$ cat src/rtl/mdu_sequencer.sv
// Multiply/divide sequencer: holds shared-ALU operands stable for a fixed
// latency, then captures R/R2 into LO/HI. Also owns MTHI/MTLO writes.
module mdu_sequencer #(
  parameter int MUL_LAT = 4,
  parameter int DIV_LAT = 32
) (
  input  logic        clk,
  input  logic        rst,
  input  logic        start,
  input  logic        is_div,
  input  logic [31:0] rs_val,
  input  logic [31:0] rt_val,
  input  logic        mthi,
  input  logic        mtlo,
  input  logic [31:0] hi_wdata,
  input  logic [31:0] lo_wdata,
  input  logic        flush,
  output logic [31:0] alu_x,
  output logic [31:0] alu_y,
  output logic [3:0]  alu_op,
  input  logic [31:0] alu_r,
  input  logic [31:0] alu_r2,
  output logic [31:0] hi,
  output logic [31:0] lo,
  output logic        busy,
  output logic        done,
  output logic        div0
);

  // state | meaning
  // IDLE  | waiting for start; MTHI/MTLO accepted
  // BUSY  | operands held on the ALU while the latency counter runs down
  typedef enum logic {IDLE, BUSY} state_t;

  localparam logic [5:0] MUL_LOAD = 6'(MUL_LAT - 1);
  localparam logic [5:0] DIV_LOAD = 6'(DIV_LAT - 1);
  localparam logic [3:0] OP_MUL   = 4'd3;
  localparam logic [3:0] OP_DIV   = 4'd4;

  state_t     state;
  logic [5:0] cnt;
  logic       dz;

  always_ff @(posedge clk) begin
    if (rst) begin
      state  <= IDLE;
      cnt    <= '0;
      dz     <= 1'b0;
      alu_x  <= '0;
      alu_y  <= '0;
      alu_op <= '0;
      hi     <= '0;
      lo     <= '0;
      busy   <= 1'b0;
      done   <= 1'b0;
      div0   <= 1'b0;
    end else begin
      done <= 1'b0;
      div0 <= 1'b0;
      case (state)
        IDLE: begin
          if (!flush) begin
            // start takes precedence; the pipeline never pairs it with MTHI/MTLO
            if (start) begin
              alu_x  <= rs_val;
              alu_y  <= rt_val;
              alu_op <= is_div ? OP_DIV : OP_MUL;
              cnt    <= is_div ? DIV_LOAD : MUL_LOAD;
              dz     <= is_div && (rt_val == 32'd0);
              busy   <= 1'b1;
              state  <= BUSY;
            end else begin
              if (mthi) hi <= hi_wdata;
              if (mtlo) lo <= lo_wdata;
            end
          end
        end
        BUSY: begin
          if (flush) begin
            cnt    <= '0;
            alu_op <= '0;
            busy   <= 1'b0;
            state  <= IDLE;
          end else if (cnt != 6'd0) begin
            cnt <= cnt - 6'd1;
          end else begin
            // divide by zero leaves HI/LO untouched and flags it instead
            if (!dz) begin
              hi <= alu_r2;
              lo <= alu_r;
            end
            div0   <= dz;
            done   <= 1'b1;
            alu_op <= '0;
            busy   <= 1'b0;
            state  <= IDLE;
          end
        end
        default: state <= IDLE;
      endcase
    end
  end

endmodule

$ cat config.mk
export PLATFORM = sky130hd
export DESIGN_NAME = mdu_sequencer
export DESIGN_NICKNAME = d
export VERILOG_FILES = /design/src/rtl/mdu_sequencer.sv
export SDC_FILE = /design/constraint.sdc
export NUM_CORES = 1
export LEC_CHECK = 0
export ABC_AREA = 1
export CORE_ASPECT_RATIO = 0.7
export CORE_MARGIN = 4
export CORE_UTILIZATION = 35
export DETAILED_ROUTE_END_ITERATION = 8
export GPL_ROUTABILITY_DRIVEN = 0
export PLACE_DENSITY = 0.77
export SKIP_CTS_REPAIR_TIMING = 1
export SYNTH_ARGS = -nofsm -noshare
export SYNTH_HDL_FRONTEND = slang
export SYNTH_SLANG_ARGS = --single-unit
$ cat constraint.sdc
create_clock -name clk -period 2.5 [get_ports clk]
set_input_delay 0.5 -clock clk [delete_from_list [all_inputs] [get_ports clk]]
set_output_delay 0.5 -clock clk [all_outputs]
set_load 0.01 [all_outputs]
==> flow_summary.yaml <==
cts:
  cts.path.max_buffers: 2
  cts_made_buffers: 17
  cts.sinks: 141
  worstSkewPairLatency_ns: 0.42
  htreeDepth: 4
  clkTransAtPathRegs_ns: 0.07
  root_buffer: "clkbuf_16"
  cts_tree: "built"
timing:
  finalClockSkew_ns: 0.0116
  tns_ns: 0
  slew_violations: 0
  period_share_pct: 74.9
  setup_viol: 0
  layout_min_cycle_time_ns: 1.87
  finalHoldViolCount: 0
  fmax_mhz: 534
  worst-slew-pin-transition_ns: 0.618
  relSlewSlack_pct: 58.8
  rsz0062_at_grt: "no"
route:
  wl_per_cell_um: 16.1
  final_antenna_net_count: 0
  vias: 7259
  via_per_inst: 5.01
  drt_first_pass_iters: 6
  finalWirelength_mm: 23.4
  drc: 0
  dr.first_iter.drc_count: 595
floorplan:
  initial_utilization_pct: 36.3
  die_w_um: 169
  pin_count: 334
  die_y_um: 121
  core_region_area_um2: 17500
  num_rows: 40
  fp.dieArea_um2: 20400
critical_path:
  path_max_fanout: 2
  end_kind: "output pin"
  criticalPathCategory: "flop to output pin"
  cp_cell_sequence: "clkdlybuf4s50_1"
  path_delay_family: "buffers and inverters"
  rr_worst_depth: 7
  startpoint: "hi[26]"
  required_ns: 2.00
  r2r_start: "cnt[0]"
  crit_slowest_cell: "clkdlybuf4s50_1"
  r2r-end: "lo[27]"
  regToRegSetupSlack_ns: 0.75
  startpoint_type: "flop"
  crit_cells: 1
  cp_data_arrival_time_ns: 1.37
  crit_end: "hi[26]"
  path_buf_inv: 1
  max_stage_delay_ns: 0.62
grt:
  grt_pass1_vias: 6955
  grt_first_pass_wirelength_mm: 36.1
  antenna_found_initial: 0
  overflow: 0
  grt_util_all_layers_pct: 21.7
  grt_max_degree: 66
logic_synthesis:
  avgSynthCellArea_um2: 6.95
  ys_types: 25
  syn_nets: 1115
  synth_top_area_share_pct: 44.5
  synthTopCellsByArea: "dfxtp_1, nand2_1, a21oi_1, nand4_1, nand3_1"
  syn-cell-area_um2: 6350
  syn_inst: 914
  synth_area_leader_cell: "dfxtp_1"
  yosysSeqAreaShare_pct: 44.5
  synth-seq-cells: 141
  yosys_warnings: 0
power:
  p_int_mw: 4.38
  switching_share_pct: 27.5
  power_frac_clock_pct: 40.4
  power_frac_seq_pct: 40.2
  p_comb_share_pct: 19.4
  power.density_nw_per_um2: 585
  power_mw: 6.04
  switchingPower_mw: 1.66
  ir_worst_vdd_v: 0.000453
  leakagePower_nw: 3.96
final_layout:
  fin_nets: 1407
  final_util_pct: 59.1
  post-route-cell-area_um2: 10300
  layout_common_cells: "nand2_1, clkdlybuf4s50_1, a21oi_1, dfxtp_1, nand3_1"
  drive_gt1_share_pct: 5.82
  final_cells: 1450
  antenna_cells: 0
  area_delta_synth_final_pct: 62.6
  final_common_cell: "nand2_1"
placement:
  dpl-instance-area_um2: 9760
  dp.cells: 1418
  post-dp-hpwl_mm: 16.8
  port_buffers: 332
min_path:
  min-delay-path-class: "flop to flop"
run_status:
  status: "finished clean"
run:
  drv_cap: 0
[cells in the mapped netlist]
master and n:
ha_1 2, nand3_2 2, inv_1 11, nand3_1 72, nand2_2 1, nand2_1 350, buf_2 38, or2_2 2
nor2_1 32, clkbuf_1 25, inv_2 3, buf_6 2, dfxtp_1 141, a21oi_1 140, nor2_2 1, buf_1 1
nand4_2 1, o21ai_0 5, nor2_4 1, nand2_4 2, o21ai_2 1, buf_4 13, conb_1 1, nand4_1 65
nor3_1 2
[cells by family after synthesis]
group | count (synthesis) | share of synthesized area [%]
flops | 141 | 44.5
buf+inv | 93 | 7.25
compound gates | 146 | 11.6
fa+ha+maj | 2 | 0.394
other cells | 1 | 0.0591
simple gates | 531 | 36.3
[per-layer routing]
layer | share of wire, % | GRT usage (%) | vias up
met5 | 0 | 0 | -
met4 | 1.6 | 5.73 | 0
met3 | 9.9 | 8.24 | 26
met2 | 45 | 34.7 | 279
met1 | 43 | 27.6 | 3331
li1 | - | - | 3623
[layout make-up]
cell class                 instances  area, um^2
inverter                          14        52.6
timing repair buffer             352        3520
sequential                       141        2820
tap                              231         289
clock inverter                    14         133
multi-input combinational        680        3080
fill                            1628        7150
clock buffer                      18         429
[how the worst min path moves through the flow]
stage	endpoint	startpoint	depth (start not counted)	slack, ns
2_1_floorplan	div0	dz	2	0.44
3_3_place_gp	lo[22]	lo[22]	2	0.45
3_5_place_dp	hi[9]	hi[9]	2	0.45
4_1_cts	hi[17]	hi[17]	2	0.46
5_1_grt	alu_y[24]	alu_y[24]	2	0.47
6_report	alu_y[24]	alu_y[24]	2	0.46
[registers in the layout (all words and copies together) (netlist names), 2 cells and up]
register  cells
alu_y        32
alu_x        32
alu_op        2
cnt           6
lo           32
hi           32
[power by group through the flow]
stage	clock, mW	combinational, mW	sequential [mW]
after floorplan	0	0.461	2.52
after global placement	0	1.16	2.47
after detailed placement	0	1.17	2.47
after CTS	2.49	1.18	2.43
after global routing	2.59	1.28	2.44
final	2.44	1.17	2.43
[stage by stage]
step / hold slack [ns] / setup WS, ns
after detailed placement: 0.451 / 0.364
after global routing: 0.470 / 0.546
after floorplan: 0.439 / 1.10
after global placement: 0.447 / 0.401
final: 0.460 / 0.628
after CTS: 0.461 / 0.582
Note: power is estimated with default switching activity, not from simulation.
==> RTL change 1 (same settings) <==
Register the output `hi` once more, without a reset; this adds one clock of latency there. The other outputs are not delayed to match.
--- a/src/rtl/mdu_sequencer.sv
+++ b/src/rtl/mdu_sequencer.sv
@@ -37,6 +37,8 @@
   localparam logic [3:0] OP_MUL   = 4'd3;
   localparam logic [3:0] OP_DIV   = 4'd4;
 
+  logic [31:0] hi_s0;
+
   state_t     state;
   logic [5:0] cnt;
   logic       dz;
@@ -49,7 +51,7 @@
       alu_x  <= '0;
       alu_y  <= '0;
       alu_op <= '0;
-      hi     <= '0;
+      hi_s0  <= '0;
       lo     <= '0;
       busy   <= 1'b0;
       done   <= 1'b0;
@@ -70,7 +72,7 @@
               busy   <= 1'b1;
               state  <= BUSY;
             end else begin
-              if (mthi) hi <= hi_wdata;
+              if (mthi) hi_s0 <= hi_wdata;
               if (mtlo) lo <= lo_wdata;
             end
           end
@@ -86,7 +88,7 @@
           end else begin
             // divide by zero leaves HI/LO untouched and flags it instead
             if (!dz) begin
-              hi <= alu_r2;
+              hi_s0 <= alu_r2;
               lo <= alu_r;
             end
             div0   <= dz;
@@ -101,5 +103,9 @@
     end
   end
 
+  always_ff @(posedge clk) begin
+    hi <= hi_s0;
+  end
+
 endmodule
 
Behaviour: not the same (a bounded check fails within 4 cycles, from zero or initial values and one cycle with rst high).
==> RTL change 1 against the unedited design <==
Routed wire length shrank 1.2%; final area increased by 7.0%; global-route usage decreased by 2.3 points; setup slack worse by 67 ps; area after synthesis increased by 10%; sequential cell count is 32 higher; combinational power is essentially flat; total power increased by 11%; clock power rose by 5%; hold slack got worse by 110 ps; critical path type is now in -> reg; critical endpoint is now lo[21]; largest cell class unchanged.
==> RTL change 1: results (changes against the unedited design) <==
Clock tree
  • Root buffer cell: clkbuf_16
  • Skew-Pair Late Insertion Delay: 420 ps (about the same)
  • Clock-pin slew on the worst setup and hold paths: 70 ps (about the same)
  • TritonCTS Buffers: 17 (unchanged)
  • H-tree depth: 4 (unchanged)
  • Max clock buf depth: 2 (unchanged)

Status
  • Status: finished clean

Final layout
  • Ant diodes: 0 (unchanged)
  • Share of cells above drive strength 1: 5.60% (-0.22 points)
  • Final Instance Count excl. Fillers: 1514 (+4.4%)
  • Final Net Count: 1438 (+2.2%)

Global route
  • Vias in the first global route: 6892 (-0.91%)
  • Initial antenna violation count: 0 (unchanged)
  • Gr usage total: 19.4% (-2.3 points)
  • First-pass GRT wire length: 35500 um (-1.8%)
  • Pin count of the biggest net entering global routing: 67 (+1.5%)

Setup path
  • Launching point of the worst reg2reg path: state
  • R2R Setup Slk: 730 ps (-20 ps)
  • Delay-heaviest family, CP: buffers and inverters
  • Slowest stage cell, crit path: clkdlybuf4s50_1
  • Max FO, Critical Path: 32 (+30)
  • Cell depth of the worst flop-to-flop path: 6 (-1)
  • R2R Path End: lo[15]
  • CP Capture Point: lo[21]
  • Worst Setup SP: flush
  • Max incr delay on CP: 650 ps (+30 ps)
  • CP arrival: 2280 ps (+910 ps)

Logic synthesis
  • YS warnings: 0 (unchanged)
  • Register area share after synthesis: 49.5% (+5.0 points)
  • Gate Count Post-Synth: 947 (+3.6%)
  • Most common flop cell mapped by yosys: dfxtp_1
  • Mapped Nets: 1148 (+3.0%)
  • Asr flop ratio synth: 0% (unchanged)
  • Post-synthesis cell type count: 25 (unchanged)
  • Synth area leaders: dfxtp_1, nand2_1, a21oi_1
  • Synth cell count leaders: nand2_1, dfxtp_1, a21oi_1, nand3_1, nand4_1

Place
  • Pre-CTS setup slack: 152 ps (-212 ps)
  • # port buffers: 332 (unchanged)
  • Dpl hpwl: 16900 um (+0.85%)

Detailed routing
  • 1st-iter DRT viols: 419 (-30%)
  • Routed via count: 7431 (+2.4%)
  • Met3 WL: 2150 um (-7.1%)
  • TritonRoute pass-1 iters: 5 (-1)
  • Final wirelength: 23100 um (-1.2%)
  • DR WL met2: 10500 um (-1.6%)
  • Metal-1 WL: 10100 um (+0.21%)
  • Highest Signal Layer: met4

Timing
  • Clock Skew: 19.4 ps (+7.83 ps)
  • Final WS setup: 561 ps (-67.2 ps)
  • Slew of the pin with the lowest slew margin: 693 ps (+75.0 ps)

Min path
  • Hold WC Path Type: reg -> reg

Pwr
  • Maximum VDD drop: 444 uV (-2.0%)
  • Pleak: 4.24 nW (+7.2%)
==> RTL change 1: worst reg2reg max path: stages (launching register included) <==
cell	delay, ps
dfxtp_2	360
buf_4	270
nand2_2	400
nand3_2	220
buf_4	250
nand2_1	100
a21oi_1	120
==> RTL change 1: area by class of cell <==
cell class	instances	area [sq um]
Clock inverter	14	143
Inverter	15	56.3
Clock buffer	18	439
Sequential cell	173	3460
Multi-Input combinational cell	680	3070
Fill cell	1751	8250
Timing Repair Buffer	350	3540
Tap cell	264	330
==> RTL change 1: power by group <==
group	internal [mW]	total [mW]	switching [mW]	leakage, nW
Clock	1.36	2.56	1.21	0.285
Sequential	2.90	2.96	0.0662	1.41
Combinational	0.627	1.17	0.544	2.55
Total	4.88	6.70	1.82	4.24
==> RTL change 1: how the worst min path moves through the flow <==
| stage | slack (ps) | cells after the start | endpoint | startpoint |
|---|---|---|---|---|
| floorplan | 330 | 0 | hi[0] | hi_s0[0] |
| global placement | 340 | 0 | hi[30] | hi_s0[30] |
| detailed placement | 340 | 0 | hi[11] | hi_s0[11] |
| CTS | 350 | 0 | hi[8] | hi_s0[8] |
| global route | 350 | 0 | hi[31] | hi_s0[31] |
| finish | 350 | 0 | hi[24] | hi_s0[24] |
==> RTL change 1: per-layer routing <==
metal  up-vias  global-route usage (%)
met2       272                    31.3
met3        26                    6.89
met5         -                       0
met1      3410                    24.8
li1       3723                       -
met4         0                    5.37
==> RTL change 1: stage by stage <==
step | util [%] | power (mW) | cell area [sq um]
detailed placement | 54.2 | 4.20 | 10500
floorplan | - | 3.53 | 7000
global placement | 54.2 | 4.19 | 10500
CTS | 57.2 | 6.79 | 11000
global route | 57.2 | 7.00 | 11000
finish | 57.2 | 6.70 | 11000
==> RTL change 1: logic make-up (layout without fill, tap and decap cells) <==
group,count (synthesis),in the layout,synth area share [%]
AND/OR/NAND/NOR,532,532,32.8
adder cells (fa/ha/maj),2,2,0.358
AO/OA/AOI/OAI,145,145,10.5
other,1,1,0.0536
flip-flops,173,173,49.5
buffers and inverters,94,397,6.80
==> RTL change 2 (same settings) <==
Without the edit above. Set the parameter `DIV_LAT` to 31 (it was 32).
--- a/src/rtl/mdu_sequencer.sv
+++ b/src/rtl/mdu_sequencer.sv
@@ -2,7 +2,7 @@
 // latency, then captures R/R2 into LO/HI. Also owns MTHI/MTLO writes.
 module mdu_sequencer #(
   parameter int MUL_LAT = 4,
-  parameter int DIV_LAT = 32
+  parameter int DIV_LAT = 31
 ) (
   input  logic        clk,
   input  logic        rst,
Check against the original RTL: not settled (the Yosys comparison gave no result); the edit may change what the design does.
==> RTL change 2 against the unedited design <==
Total power hardly changed; routed wire length is 2.3% lower; largest cell class unchanged; fmax is 0.11% higher; setup slack better by 2.1 ps; sequential cell count stayed put; via count is 0.95% lower; final area hardly changed; highest routed layer unchanged; area after synthesis is 0.69% higher.
==> RTL change 2: results (changes against the unedited design) <==
Place
  • Post-Place Cells: 1425 (+0.49%)
  • Dpl hpwl: 16400 um (-2.1%)
  • Pre-CTS setup slack: 297 ps (-66.6 ps)

Timing
  • Slew of the pin with the lowest slew margin: 630 ps (+11.9 ps)
  • Clock Skew: 12.4 ps (+0.803 ps)
  • Final hold slack: 460 ps (+0.135 ps)

Logic synthesis
  • Gate Count Post-Synth: 917 (+0.33%)
  • Compound-Gate Fraction of Synth Area: 11.3% (-0.29 points)
  • Synth cell count leaders: nand2_1, dfxtp_1, a21oi_1, nand3_1, nand4_1

Detailed routing
  • Routed via count: 7190 (-0.95%)
  • TritonRoute pass-1 iters: 5 (-1)
  • Final wirelength: 22900 um (-2.3%)
  • Drt wl/cell: 15.7 um (-2.8%)

Pwr
  • Maximum VDD drop: 366 uV (-19%)
  • Pleak: 3.97 nW (+0.41%)
  • P_sw: 1.72 mW (+3.6%)
  • Power Dens Cells: 584 nW/um^2 (about the same)

Status
  • Status: finished clean

Setup path
  • Max FO, Critical Path: 3 (+1)
  • Launching point of the worst reg2reg path: state
  • Cell depth of the worst flop-to-flop path: 6 (-1)
  • R2R Path End: lo[18]
  • R2R Setup Slk: 720 ps (-30 ps)
  • CP Capture Point: alu_op[1]
  • Max incr delay on CP: 560 ps (-60 ps)

Min path
  • Hold endpoint: lo[4]
  • Min-delay src: lo[4]

Global route
  • Gr usage total: 21.3% (-0.36 points)
  • First-pass GRT wire length: 35600 um (-1.5%)
  • Vias in the first global route: 6879 (-1.1%)
-- RTL change 2: logic make-up (layout without fill, tap and decap cells) --
| logic type | Yosys count | count (layout) |
|---|---|---|
| simple gates | 535 | 535 |
| compound gates | 144 | 144 |
| flops | 141 | 141 |
| buf+inv | 94 | 398 |
| fa+ha+maj | 2 | 2 |
| other cells | 1 | 1 |
-- RTL change 2: layout make-up --
| cell class | instances | area [sq um] |
|---|---|---|
| fill | 1675 | 7620 |
| timing repair buffer | 351 | 3510 |
| multi-input combinational | 682 | 3080 |
| sequential | 141 | 2820 |
| clock buffer | 17 | 425 |
| tap | 236 | 295 |
| clock inverter | 15 | 146 |
| inverter | 15 | 56.3 |
-- RTL change 2: per-layer routing --
metal	GRT usage, %	routed length, um	up-vias
met4	4.88	275	0
met1	27.5	10100	3307
met3	8.50	2030	17
met5	0	0	-
li1	-	-	3622
met2	33.8	10500	244
